<file path="config.mk">
export PLATFORM = sky130hd
export DESIGN_NAME = operand_fetch_flat
export DESIGN_NICKNAME = d
export VERILOG_FILES = /design/src/rtl/riscv_pkg.sv /design/src/rtl/operand_fetch_if.sv /design/src/rtl/operand_fetch_imm_gen.sv /design/src/rtl/operand_fetch.sv /design/src/flat_wrapper.sv
export SDC_FILE = /design/constraint.sdc
export NUM_CORES = 1
export LEC_CHECK = 0
export CELL_PAD_IN_SITES_DETAIL_PLACEMENT = 1
export CELL_PAD_IN_SITES_GLOBAL_PLACEMENT = 2
export CORE_UTILIZATION = 27
export CTS_BUF_LIST = sky130_fd_sc_hd__clkbuf_8 sky130_fd_sc_hd__clkbuf_16
export CTS_CLUSTER_DIAMETER = 120
export DETAILED_ROUTE_END_ITERATION = 7
export GPL_ROUTABILITY_DRIVEN = 0
export PLACE_DENSITY = 0.81
export REMOVE_ABC_BUFFERS = 1
export SETUP_SLACK_MARGIN = 0.02
export SYNTH_ARGS = -nofsm -noshare
export SYNTH_HDL_FRONTEND = slang
export SYNTH_SLANG_ARGS = --single-unit
</file>
<file path="constraint.sdc">
create_clock -name clock -period 2.85 [get_ports clock]
set_input_delay 0.855 -clock clock [delete_from_list [all_inputs] [get_ports clock]]
set_output_delay 0.855 -clock clock [all_outputs]
set_load 0.05 [all_outputs]
</file>
<file path="src/rtl/riscv_pkg.sv">
// Shared RV32I definitions for the operand fetch stage: widths, field
// positions, opcodes and the immediate-format classification.
package riscv_pkg;

    localparam int XLEN  = 32;
    localparam int REG_W = 5;

    localparam int OPCODE_LSB = 0;
    localparam int OPCODE_W   = 7;
    localparam int RD_LSB     = 7;
    localparam int RS1_LSB    = 15;
    localparam int RS2_LSB    = 20;

    localparam logic [OPCODE_W-1:0] OPCODE_LOAD   = 7'b0000011;
    localparam logic [OPCODE_W-1:0] OPCODE_STORE  = 7'b0100011;
    localparam logic [OPCODE_W-1:0] OPCODE_BRANCH = 7'b1100011;
    localparam logic [OPCODE_W-1:0] OPCODE_JAL    = 7'b1101111;
    localparam logic [OPCODE_W-1:0] OPCODE_JALR   = 7'b1100111;
    localparam logic [OPCODE_W-1:0] OPCODE_OP_IMM = 7'b0010011;
    localparam logic [OPCODE_W-1:0] OPCODE_OP     = 7'b0110011;
    localparam logic [OPCODE_W-1:0] OPCODE_LUI    = 7'b0110111;
    localparam logic [OPCODE_W-1:0] OPCODE_AUIPC  = 7'b0010111;

    typedef enum logic [2:0] {
        IMM_NONE,
        IMM_I,
        IMM_S,
        IMM_B,
        IMM_U,
        IMM_J
    } imm_fmt_e;

    // Map an opcode to the layout its immediate is scattered in.
    function automatic imm_fmt_e imm_format(input logic [OPCODE_W-1:0] opcode);
        imm_fmt_e fmt;
        case (opcode)
            OPCODE_LOAD, OPCODE_OP_IMM, OPCODE_JALR: fmt = IMM_I;
            OPCODE_STORE:                            fmt = IMM_S;
            OPCODE_BRANCH:                           fmt = IMM_B;
            OPCODE_LUI, OPCODE_AUIPC:                fmt = IMM_U;
            OPCODE_JAL:                              fmt = IMM_J;
            default:                                 fmt = IMM_NONE;
        endcase
        return fmt;
    endfunction

    // A writeback matters to a source only when it targets that register
    // and the register is not x0, which always reads as zero.
    function automatic logic wb_hit(input logic enable,
                                    input logic [REG_W-1:0] write_select,
                                    input logic [REG_W-1:0] rs);
        return enable && (write_select == rs) && (rs != '0);
    endfunction

endpackage

</file>
<file path="src/rtl/operand_fetch_if.sv">
// Upstream (instruction) and downstream (operands to execute) handshakes of
// the operand fetch stage. The stage itself uses the slave view.
interface operand_fetch_if;
    import riscv_pkg::*;

    logic              instr_valid;
    logic [XLEN-1:0]   instr;
    logic [XLEN-1:0]   instr_pc;
    logic              instr_ready;

    logic              op_valid;
    logic              op_ready;
    logic [XLEN-1:0]   op_instr;
    logic [XLEN-1:0]   op_pc;
    logic [XLEN-1:0]   op_rs1_value;
    logic [XLEN-1:0]   op_rs2_value;
    logic [REG_W-1:0]  op_rd;
    logic [XLEN-1:0]   op_imm;

    modport master (
        output instr_valid, instr, instr_pc, op_ready,
        input  instr_ready, op_valid, op_instr, op_pc,
               op_rs1_value, op_rs2_value, op_rd, op_imm
    );

    modport slave (
        input  instr_valid, instr, instr_pc, op_ready,
        output instr_ready, op_valid, op_instr, op_pc,
               op_rs1_value, op_rs2_value, op_rd, op_imm
    );

endinterface

</file>
<file path="src/rtl/operand_fetch_imm_gen.sv">
// Combinational RV32I immediate decoder: instruction word to sign-extended
// immediate, zero for formats without an immediate.
module imm_gen
    import riscv_pkg::*;
(
    input  logic [XLEN-1:0] instr,
    output logic [XLEN-1:0] imm
);

    imm_fmt_e fmt;

    assign fmt = imm_format(instr[OPCODE_LSB +: OPCODE_W]);

    // Reassemble the immediate bits according to the instruction format.
    always_comb begin
        imm = '0;
        case (fmt)
            IMM_I:   imm = {{20{instr[31]}}, instr[31:20]};
            IMM_S:   imm = {{20{instr[31]}}, instr[31:25], instr[11:7]};
            IMM_B:   imm = {{19{instr[31]}}, instr[31], instr[7], instr[30:25], instr[11:8], 1'b0};
            IMM_U:   imm = {instr[31:12], 12'b0};
            IMM_J:   imm = {{11{instr[31]}}, instr[31], instr[19:12], instr[20], instr[30:21], 1'b0};
            default: imm = '0;
        endcase
    end

endmodule

</file>
<file path="src/rtl/operand_fetch.sv">
// Operand fetch stage. Slot A waits out the register file's registered read,
// slot B presents resolved operands to execute. Writebacks the register file
// cannot yet return are bypassed into both slots.
module operand_fetch
    import riscv_pkg::*;
(
    input  logic              clock,
    input  logic              reset,
    input  logic              flush,
    operand_fetch_if.slave    bus,
    output logic [REG_W-1:0]  rf_reg_1_select,
    output logic [REG_W-1:0]  rf_reg_2_select,
    input  logic [XLEN-1:0]   rf_reg_1,
    input  logic [XLEN-1:0]   rf_reg_2,
    input  logic              wb_write_enable,
    input  logic [REG_W-1:0]  wb_write_select,
    input  logic [XLEN-1:0]   wb_data
);

    logic              valid_a;
    logic [XLEN-1:0]   a_instr;
    logic [XLEN-1:0]   a_pc;
    logic              byp1;
    logic              byp2;
    logic [XLEN-1:0]   byp1_data;
    logic [XLEN-1:0]   byp2_data;

    logic              op_valid;
    logic [XLEN-1:0]   op_instr;
    logic [XLEN-1:0]   op_pc;
    logic [XLEN-1:0]   op_rs1_value;
    logic [XLEN-1:0]   op_rs2_value;
    logic [REG_W-1:0]  op_rd;
    logic [XLEN-1:0]   op_imm;

    logic              instr_ready;
    logic              accept;
    logic              a_to_b;
    logic              a_hold;
    logic [REG_W-1:0]  in_rs1;
    logic [REG_W-1:0]  in_rs2;
    logic [REG_W-1:0]  a_rs1;
    logic [REG_W-1:0]  a_rs2;
    logic [REG_W-1:0]  b_rs1;
    logic [REG_W-1:0]  b_rs2;
    logic [REG_W-1:0]  byp_rs1;
    logic [REG_W-1:0]  byp_rs2;
    logic [XLEN-1:0]   a_op1;
    logic [XLEN-1:0]   a_op2;
    logic [XLEN-1:0]   next_op1;
    logic [XLEN-1:0]   next_op2;
    logic [XLEN-1:0]   a_imm;

    assign in_rs1 = bus.instr[RS1_LSB +: REG_W];
    assign in_rs2 = bus.instr[RS2_LSB +: REG_W];
    assign a_rs1  = a_instr[RS1_LSB +: REG_W];
    assign a_rs2  = a_instr[RS2_LSB +: REG_W];
    assign b_rs1  = op_instr[RS1_LSB +: REG_W];
    assign b_rs2  = op_instr[RS2_LSB +: REG_W];

    assign a_to_b      = valid_a && (!op_valid || bus.op_ready);
    assign a_hold      = valid_a && !a_to_b;
    assign instr_ready = !reset && !flush && (!valid_a || a_to_b);
    assign accept      = bus.instr_valid && instr_ready;

    assign byp_rs1 = accept ? in_rs1 : a_rs1;
    assign byp_rs2 = accept ? in_rs2 : a_rs2;

    imm_gen u_imm_gen (
        .instr (a_instr),
        .imm   (a_imm)
    );

    // Point the register file at the incoming instruction when it can be
    // taken, otherwise keep re-reading slot A's sources every edge.
    always_comb begin
        rf_reg_1_select = a_rs1;
        rf_reg_2_select = a_rs2;
        if (instr_ready) begin
            rf_reg_1_select = in_rs1;
            rf_reg_2_select = in_rs2;
        end
    end

    // Slot A's operand is the register file read unless the write at the
    // edge it was read on was caught; the transfer edge's write wins over both.
    always_comb begin
        a_op1    = byp1 ? byp1_data : rf_reg_1;
        a_op2    = byp2 ? byp2_data : rf_reg_2;
        next_op1 = wb_hit(wb_write_enable, wb_write_select, a_rs1) ? wb_data : a_op1;
        next_op2 = wb_hit(wb_write_enable, wb_write_select, a_rs2) ? wb_data : a_op2;
        if (a_rs1 == '0) begin
            next_op1 = '0;
        end
        if (a_rs2 == '0) begin
            next_op2 = '0;
        end
    end

    // Slot A: capture accepted instructions and the writeback seen at the
    // same edge the register file sampled its select.
    always_ff @(posedge clock) begin
        if (reset) begin
            valid_a   <= 1'b0;
            a_instr   <= '0;
            a_pc      <= '0;
            byp1      <= 1'b0;
            byp2      <= 1'b0;
            byp1_data <= '0;
            byp2_data <= '0;
        end else if (flush) begin
            valid_a <= 1'b0;
            byp1    <= 1'b0;
            byp2    <= 1'b0;
        end else begin
            if (accept) begin
                valid_a <= 1'b1;
                a_instr <= bus.instr;
                a_pc    <= bus.instr_pc;
            end else if (a_to_b) begin
                valid_a <= 1'b0;
            end
            if (accept || a_hold) begin
                byp1 <= wb_hit(wb_write_enable, wb_write_select, byp_rs1);
                byp2 <= wb_hit(wb_write_enable, wb_write_select, byp_rs2);
            end else begin
                byp1 <= 1'b0;
                byp2 <= 1'b0;
            end
            byp1_data <= wb_data;
            byp2_data <= wb_data;
        end
    end

    // Slot B: load from A when free, otherwise hold while stalled and keep
    // the held source values current with writebacks.
    always_ff @(posedge clock) begin
        if (reset) begin
            op_valid     <= 1'b0;
            op_instr     <= '0;
            op_pc        <= '0;
            op_rs1_value <= '0;
            op_rs2_value <= '0;
            op_rd        <= '0;
            op_imm       <= '0;
        end else if (flush) begin
            op_valid <= 1'b0;
        end else if (a_to_b) begin
            op_valid     <= 1'b1;
            op_instr     <= a_instr;
            op_pc        <= a_pc;
            op_rs1_value <= next_op1;
            op_rs2_value <= next_op2;
            op_rd        <= a_instr[RD_LSB +: REG_W];
            op_imm       <= a_imm;
        end else if (bus.op_ready) begin
            op_valid <= 1'b0;
        end else if (op_valid) begin
            if (wb_hit(wb_write_enable, wb_write_select, b_rs1)) begin
                op_rs1_value <= wb_data;
            end
            if (wb_hit(wb_write_enable, wb_write_select, b_rs2)) begin
                op_rs2_value <= wb_data;
            end
        end
    end

    assign bus.instr_ready  = instr_ready;
    assign bus.op_valid     = op_valid;
    assign bus.op_instr     = op_instr;
    assign bus.op_pc        = op_pc;
    assign bus.op_rs1_value = op_rs1_value;
    assign bus.op_rs2_value = op_rs2_value;
    assign bus.op_rd        = op_rd;
    assign bus.op_imm       = op_imm;

endmodule

</file>
<file path="src/flat_wrapper.sv">
// flat-port wrapper written by rule: the top's interface ports become plain ports
module operand_fetch_flat import riscv_pkg::*;
  (clock, reset, flush, rf_reg_1_select, rf_reg_2_select, rf_reg_1, rf_reg_2, wb_write_enable, wb_write_select, wb_data, bus_instr_valid, bus_instr, bus_instr_pc, bus_op_ready, bus_instr_ready, bus_op_valid, bus_op_instr, bus_op_pc, bus_op_rs1_value, bus_op_rs2_value, bus_op_rd, bus_op_imm);
  operand_fetch_if bus_i ();
  input  logic clock;
  input  logic reset;
  input  logic flush;
  output logic [REG_W-1:0] rf_reg_1_select;
  output logic [REG_W-1:0] rf_reg_2_select;
  input  logic [XLEN-1:0] rf_reg_1;
  input  logic [XLEN-1:0] rf_reg_2;
  input  logic wb_write_enable;
  input  logic [REG_W-1:0] wb_write_select;
  input  logic [XLEN-1:0] wb_data;
  input wire logic [$bits(bus_i.instr_valid)-1:0] bus_instr_valid;
  input wire logic [$bits(bus_i.instr)-1:0] bus_instr;
  input wire logic [$bits(bus_i.instr_pc)-1:0] bus_instr_pc;
  input wire logic [$bits(bus_i.op_ready)-1:0] bus_op_ready;
  output wire logic [$bits(bus_i.instr_ready)-1:0] bus_instr_ready;
  output wire logic [$bits(bus_i.op_valid)-1:0] bus_op_valid;
  output wire logic [$bits(bus_i.op_instr)-1:0] bus_op_instr;
  output wire logic [$bits(bus_i.op_pc)-1:0] bus_op_pc;
  output wire logic [$bits(bus_i.op_rs1_value)-1:0] bus_op_rs1_value;
  output wire logic [$bits(bus_i.op_rs2_value)-1:0] bus_op_rs2_value;
  output wire logic [$bits(bus_i.op_rd)-1:0] bus_op_rd;
  output wire logic [$bits(bus_i.op_imm)-1:0] bus_op_imm;
  assign bus_i.instr_valid = bus_instr_valid;
  assign bus_i.instr = bus_instr;
  assign bus_i.instr_pc = bus_instr_pc;
  assign bus_i.op_ready = bus_op_ready;
  assign bus_instr_ready = bus_i.instr_ready;
  assign bus_op_valid = bus_i.op_valid;
  assign bus_op_instr = bus_i.op_instr;
  assign bus_op_pc = bus_i.op_pc;
  assign bus_op_rs1_value = bus_i.op_rs1_value;
  assign bus_op_rs2_value = bus_i.op_rs2_value;
  assign bus_op_rd = bus_i.op_rd;
  assign bus_op_imm = bus_i.op_imm;
  operand_fetch u_core (.clock(clock), .reset(reset), .flush(flush), .bus(bus_i), .rf_reg_1_select(rf_reg_1_select), .rf_reg_2_select(rf_reg_2_select), .rf_reg_1(rf_reg_1), .rf_reg_2(rf_reg_2), .wb_write_enable(wb_write_enable), .wb_write_select(wb_write_select), .wb_data(wb_data));
endmodule
</file>
Word-level counts from Yosys, hierarchy flattened:

Index checks and enable logic that the tools add are counted.

* bits in registers: 265
* bits in latches: 0
* RAM bits: 0
* memory bits (read-only): 0
* bits of input ports: 171
* output and inout bits: 177
* memories: 0

* add/subtract/negate cells: 0
* multiply operators: 0
* div/mod/pow operators: 0
* magnitude comparators: 0
* equality and inequality tests: 20
* shift operators: 0
* muxes and demuxes: 24
* bitwise gates (word level): 2
* reduce and logical (&&, ||, !) cells: 46

Operators with widths (number)
* 2-to-1 mux 32 bit: 14
* case mux 32 bit (5 select lines): 1
* == test 5 bit: 6
* nonzero test 5 bit: 6
* == test 7 bit, second input constant: 3
* 2-to-1 mux 5 bit: 4
* logical AND 1 bit: 17
* case mux 3 bit (5 select lines): 1
* == test 7 x 5 -> 1 bit, second input constant: 2
* == test 7 x 6 -> 1 bit, second input constant: 2
* zero test 5 bit: 2
* nonzero test 2 bit: 5
* AND reduction 4 bit: 2
* == test 7 x 2 -> 1 bit, second input constant: 1
* == test 3 x 2 -> 1 bit, second input constant: 2
* == test 3 bit, second input constant: 2
* OR reduction 3 bit: 2
* zero test 1 bit: 5
* 2-to-1 mux 1 bit: 4
* AND reduction 2 bit: 2
* OR reduction 2 bit: 2
* == test 3 x 1 -> 1 bit, second input constant: 1
* logical OR 1 bit: 3
* inequality test 2 x 1 -> 1 bit, second input constant: 1
* inverter 1 bit: 2

Depth between registers and ports, before layout:

Gate-level depths: netlist of run 1.

* depth after elaboration: 10
* mapped depth: 8
* depth with buffers taken out: 5

By module:

From an unflattened synthesis of run 1, not the netlist that was laid out.

* cells, all modules: 1364
* area total of the unflattened synthesis: 11562.3 sq um

Modules (own cells, without submodules)
* operand_fetch: times used 1, cells each 1273, area each 10955.5 sq um, seq. area each 5205.0 sq um
* imm_gen: times used 1, cells each 91, area each 606.8 sq um, seq. area each 0.0 sq um

Worst setup path before layout of run 1:

OpenSTA, ideal clock, no wires.

* kind: input port to output port
* from: in flush
* to: out rf_reg_1_select[3]
* arrival time: 2.618 ns
* data required time: 1.995 ns
* path slack: -0.623 ns
* stages: 5
* buffers on the path: 2
* cells stage by stage: buf_2 > nor2_1 > nand2_1 > clkbuf_1 > o21ai_0

* word-level cells in the longest chain between the ends: 4

Ends and longest elaborated chain
* start, declared: RTL line flat_wrapper.sv:7 `input logic flush;`
* zero test 1 bit: RTL line operand_fetch.sv:63 `assign instr_ready = !reset && !flush && (!valid_a || a_to_b);`
* logical AND 1 bit (2 in series): RTL line operand_fetch.sv:63
* 2-to-1 mux 5 bit: RTL line operand_fetch.sv:79 `if (instr_ready) begin`
* end, declared: RTL line flat_wrapper.sv:8 `output logic [REG_W-1:0] rf_reg_1_select;`

Every way passes these cells.

Worst setup path after layout of run 1:

* from: in flush
* to: out rf_reg_1_select[2]

The elaborated chain is that of the path after synthesis.

==> results of run 1 <==
[power by group through the flow]
stage	Sequential, uW	Clock (uW)	Combinational [uW]
floorplan	3990	0	339
global placement	3870	0	1120
detailed placement	3880	0	1140
CTS	3800	4540	1180
global route	3810	4690	1240
finish	3800	4440	1170
[worst register-to-register path, delay by kind of cell (launching register included)]
family          cells  cell delay [ps]
buf+inv             1              190
simple gates        4             1300
flops               1              490
compound gates      1              170
[what timing repair did]
action	4_1_cts	5_1_grt
pin swaps	3	2
gates cloned	1	0
buffers inserted	1	0
gates resized for setup	36	4
setup endpoints to repair	11	10
[synthesized netlist by cell type, types with 2 or more instances]
master,instances
a211oi_2,2
a21oi_1,151
a221oi_1,33
a221oi_2,30
a22oi_1,10
a31o_2,2
a41o_1,2
and2_1,4
and3_1,4
and3b_1,2
buf_1,10
buf_2,19
buf_4,5
buf_6,3
clkbuf_1,75
dfxtp_1,260
inv_1,7
mux2_2,74
mux2i_1,38
nand2_1,283
nand3_1,2
nand3b_1,2
nor2_1,119
nor3_1,67
nor3b_1,2
nor4_1,7
o21a_1,2
o21ai_0,29
o22ai_1,3
or2_2,4
or4_1,3
xnor2_1,5
xor2_1,20
[registers in the layout, indices dropped and copies added (netlist names)]
register and count:
u_core.bus.op_rs1_value 32, u_core.a_pc 32, u_core.bus.op_rd 4, u_core.byp1_data 32, u_core.byp1 1, u_core.a_instr 32
u_core.bus.op_imm 32, u_core.bus.op_valid 1, u_core.bus.op_instr 28, u_core.bus.op_pc 32, u_core.byp2 1, u_core.valid_a 1
u_core.bus.op_rs2_value 32
[through the flow]
step	utilization	std cells	power [uW]	hold slack, ps	cell area, sq um
2_1_floorplan	-	1184	4330	426	10700
3_3_place_gp	0.390	2174	5000	435	15900
3_5_place_dp	0.390	2174	5020	445	15900
4_1_cts	0.422	2234	9520	455	17200
5_1_grt	0.422	2235	9750	468	17200
6_report	0.422	2236	9400	450	17200
[final cells by class]
type / instances / area share
Antenna cell: 2 / 0.000290
Clock buffer: 38 / 0.0506
Clock inverter: 20 / 0.0163
Inverter: 7 / 0.00152
Multi-Input combinational cell: 917 / 0.322
Sequential cell: 260 / 0.302
Tap cell: 532 / 0.0386
Timing Repair Buffer: 460 / 0.269
[worst min path at each step]
stage,start,end,slack [ps],cells after the start
floorplan,u_core.a_pc[0],u_core.bus.op_pc[0],430,2
global route,u_core.a_pc[1],u_core.bus.op_pc[1],470,2
global placement,u_core.a_pc[6],u_core.bus.op_pc[6],430,2
finish,u_core.a_pc[1],u_core.bus.op_pc[1],450,2
detailed placement,u_core.bus.op_imm[15],u_core.bus.op_imm[15],450,2
CTS,u_core.a_pc[1],u_core.bus.op_pc[1],450,2
[kinds of logic (layout without fill, tap and decap cells)]
family	after synthesis	count (layout)	synth area share
AO/OA/AOI/OAI	273	273	0.170
XOR/XNOR	25	25	0.0196
buffers and inverters	119	525	0.0459
flip-flops	260	260	0.467
multiplexers	112	112	0.109
other	0	2	0
AND/OR/NAND/NOR	507	507	0.189
[per-layer routing]
layer  vias up  global-route usage
met5         -                   0
met1      5364               0.258
li1       5246                   -
met2       296               0.370
met3        72              0.0651
met4         8              0.0598
==> run summary, run 1 <==
CP Launch Type = input port
CP Capture Type = output port
Buffers on Ports = 347
internal power = 7060 uW
Worst Reg-to-Reg Cells = 6
Clk pwr share = 0.472
outcome = finished, final reports clean
register area = 5210 sq um
die width = 205 um
critical path's slowest cell = mux2_4
leakage = 0.00630 uW
clk buf depth = 3
core box area = 40,800 sq um
met3 WL = 3550 um
layout cell share with drive strength beyond 1 = 0.179
multi-input logic area = 5550 sq um
clk sink count = 260
top sig layer = met5
Post-synth EDFFs = 0
DRT antenna net count = 0
drt via density = 4.91
hpwl dp = 33,000 um
CTS tree = done
type of the worst setup path = in2out
reg-to-reg startpoint = u_core.a_instr[2]
Slew Viols, Final = 0
area share of the largest cell type after synthesis = 0.467
commonest non-fill, non-tap cell in the layout = clkdlybuf4s50_1
die area = 42,100 sq um
Syn. warnings = 0
fmax = 354 MHz
worst path cell trace = clkbuf_4 -> nor2_4 -> buf_6 -> nand2_4 -> buf_16 -> mux2_4 -> buf_8
synthesized area per cell = 8.61 sq um
FF-to-FF End = u_core.bus.op_imm[29]
GR Overflow Total = 0
wl on met1 = 19,600 um
Fin Clk Skew = 28.3 ps
dpl ws = -321 ps
post-synthesis cell count = 1,296
Reg power frac = 0.404
# Max-Cap Violations = 0
mapped cell area = 11,200 sq um
period utilization = 0.992
sw power = 2340 uW
Critical Path Start = flush
Comb power frac = 0.124
max_slew headroom = 0.439
switch share = 0.249
vias in the first global route = 11,600
critical path arrival = 1970 ps
largest delay contributor family on the critical path = buffers and inverters
CP Depth = 7
Post-Route WL = 46,400 um
Final setup violation count = 0
ys async rst share = 0
Pre-antenna DRT Iters = 4
capture point of the worst path = rf_reg_1_select[2]
antenna violations before repair = 6
row cnt = 74
DRC = 0
worst hold path type = reg2reg
worst-margin pin slew = 842 ps
DR WL met2 = 22,200 um
H-tree levels = 1
Clock transition at path regs = 60 ps
clk_lat worst skew = 590 ps
ys flop type = dfxtp_1
Yosys cell types = 50
R2R setup slack = 590 ps
CTS Root Cell = clkbuf_16
Critical Path RT = 2000 ps
most frequent cells in the layout = 332 x clkdlybuf4s50_1, 282 x nand2_1, 257 x dfxtp_1, 151 x a21oi_1, 118 x nor2_1
top-level port count = 348
first-pass GRT wire length = 69,500 um
hold-fix buffers at CTS = 0
largest net degree at the start of global routing = 122
fin worst setup slack = 21.5 ps
final hold violations = 0
crit-path max FO = 6
sequential fraction of the synthesis area = 0.467
fin nets = 1,848
CP peak stage delay = 310 ps
fillers = 4,725
synth-to-layout area growth = 54.5%
unrepaired setup endpoints after global routing = yes
DRT iter0 DRCs = 429
fin crit period = 2830 ps
starting density of the core = 0.273
drt wl/cell = 20.8 um
Buf/Inv on CP = 4
post-synth top area cell = dfxtp_1
maximum vdd ir drop = 439 uV
total number of vias = 11,000
Die H = 205 um
Total Routing Usage GR = 0.215
CTS Buf Count = 31
Pwr Density = 546 nW/um^2
top post-synthesis cells by area = dfxtp_1 47%, nand2_1 9.5%, mux2_2 7.5%, a21oi_1 6.8%, a221oi_2 4.0%
Synth Register Bits = 260
Total Neg Setup Slack = 0 ps
Note: power is estimated with default switching activity, not from simulation.
==> run 2: changes to the inputs <==
--- a/config.mk
+++ b/config.mk
@@ -5,14 +5,16 @@
 export SDC_FILE = /design/constraint.sdc
 export NUM_CORES = 1
 export LEC_CHECK = 0
+export CAP_MARGIN = 20
 export CELL_PAD_IN_SITES_DETAIL_PLACEMENT = 1
 export CELL_PAD_IN_SITES_GLOBAL_PLACEMENT = 2
-export CORE_UTILIZATION = 27
+export CORE_UTILIZATION = 24
 export CTS_BUF_LIST = sky130_fd_sc_hd__clkbuf_8 sky130_fd_sc_hd__clkbuf_16
 export CTS_CLUSTER_DIAMETER = 120
 export DETAILED_ROUTE_END_ITERATION = 7
 export GPL_ROUTABILITY_DRIVEN = 0
-export PLACE_DENSITY = 0.81
+export MAX_ROUTING_LAYER = met4
+export PLACE_DENSITY = 0.77
 export REMOVE_ABC_BUFFERS = 1
 export SETUP_SLACK_MARGIN = 0.02
 export SYNTH_ARGS = -nofsm -noshare
==> constraint.sdc (replaced) <==
create_clock -name clock -period 2.46 [get_ports clock]
set_input_delay 0.738 -clock clock [delete_from_list [all_inputs] [get_ports clock]]
set_output_delay 0.738 -clock clock [all_outputs]
set_load 0.05 [all_outputs]
==> run 2 against run 1 <==
  * The run now ends with negative setup slack left
  * Global-route usage is 1.3 points lower
  * Clock-buffer cell count increased by 3
  * Critical path type unchanged
  * Register-to-register slack got worse by 360 ps
  * Total power rose by 9.4%
  * Sequential share of layout area increased by 0.52 points
  * Combinational power is 13% higher
  * Cell area decreased by 1.7%
==> run summary, run 2 (synthesized netlist as in run 1, its figures left out) <==
outcome = finished, violations left
failing checks = negative setup slack
clk sink count = 260
hpwl dp = 33,700 um
worst-margin pin slew = 697 ps
maximum vdd ir drop = 456 uV
fin nets = 1,843
clk_lat worst skew = 580 ps
Critical Path RT = 1720 ps
GR Overflow Total = 0
Pre-antenna DRT Iters = 4
Pwr Density = 607 nW/um^2
Clock transition at path regs = 60 ps
CTS Root Cell = clkbuf_16
fillers = 5,302
total number of vias = 10,900
DRT antenna net count = 0
Final setup violation count = 9
vias in the first global route = 11,700
fmax = 388 MHz
Die H = 218 um
clk buf depth = 3
starting density of the core = 0.245
fin cells = 2,303
Slew Viols, Final = 0
H-tree levels = 1
CP Capture Type = output port
Fin Clk Skew = 17.0 ps
Buffers on Ports = 347
Total Routing Usage GR = 0.202
type of the worst setup path = in2out
CP Launch Type = input port
top-level port count = 348
critical path arrival = 1840 ps
worst hold path type = reg2reg
commonest non-fill, non-tap cell in the layout = nand2_1
Post-Place Cells = 2,231
most frequent cells in the layout = 281 x nand2_1, 256 x dfxtp_1, 167 x clkdlybuf4s50_1, 151 x a21oi_1, 149 x dlygate4sd2_1
fin worst setup slack = -117 ps
period utilization = 1.05
DRC = 0
DRT iter0 DRCs = 430
CTS tree = done
final hold violations = 0
die width = 218 um
max_slew headroom = 0.536
CTS Buf Count = 31
leakage = 0.00699 uW
largest net degree at the start of global routing = 121
row cnt = 78
Post-Route WL = 47,300 um
die area = 47,300 sq um
drt wl/cell = 20.5 um
unrepaired setup endpoints after global routing = yes
antenna violations before repair = 8
layout cell share with drive strength beyond 1 = 0.185
synth-to-layout area growth = 51.9%
first-pass GRT wire length = 71,700 um
fin crit period = 2580 ps
drt via density = 4.75
# Max-Cap Violations = 0
Total Neg Setup Slack = -983 ps
core box area = 45,600 sq um
crit-path max FO = 6
run 2: final timing paths:
check                                            from                    end  slack (ps)  cells past startpoint
worst min-delay path            u_core.bus.op_imm[17]  u_core.bus.op_imm[17]         450                      2
worst min register to register  u_core.bus.op_imm[17]  u_core.bus.op_imm[17]         450                      2
worst max-delay path                     bus_op_ready     rf_reg_1_select[0]        -120                      6
worst max register to register    u_core.bus.op_valid            u_core.byp2         230                      8
run 2: area by class of cell:
type / count / area [sq um] / share of cell area
Clock buffer: 41 / 913 / 0.0539
Clock inverter: 16 / 100 / 0.00591
Timing Repair Buffer: 455 / 4370 / 0.258
Multi-Input combinational cell: 917 / 5560 / 0.328
Tap cell: 600 / 751 / 0.0443
Antenna cell: 7 / 17.5 / 0.00103
Sequential cell: 260 / 5210 / 0.307
Inverter: 7 / 26.3 / 0.00155
run 2: worst max-delay path: stages:
cell,delay (ps)
buf_2,100
nand3b_1,210
nand2_4,140
buf_12,160
mux2_4,320
buf_8,150
run 2: per-layer routing:
metal | share of wire | GRT usage | vias to the layer above
met5 | 0 | - | -
met4 | 0.022 | 0.0446 | 0
met3 | 0.071 | 0.0545 | 61
met2 | 0.47 | 0.334 | 286
met1 | 0.43 | 0.244 | 5341
li1 | - | - | 5250
run 2: per-stage QoR:
| stage | hold slack, ps | util | total power, uW | cell area, sq um | setup WS, ps |
|---|---|---|---|---|---|
| floorplan | 426 | - | 5010 | 10700 | -2100 |
| global placement | 435 | 0.348 | 5790 | 15900 | -533 |
| detailed placement | 446 | 0.348 | 5810 | 15900 | -612 |
| CTS | 454 | 0.371 | 10400 | 16900 | -160 |
| global route | 475 | 0.372 | 10700 | 17000 | -172 |
| finish | 447 | 0.372 | 10300 | 17000 | -117 |
run 2: power breakdown:
group	internal [uW]	total, uW	switching [uW]
clock	2680	4560	1880
sequential	4320	4400	82.2
combinational	603	1320	722
total	7600	10300	2690
run 2: repair_timing:
action | 4_1_cts | 5_1_grt
pin swaps | 3 | 3
gates cloned | 1 | 0
gates resized for setup | 194 | 3
setup endpoints to repair | 162 | 37
hold buffers | 0 | 0
setup buffers | 4 | 3
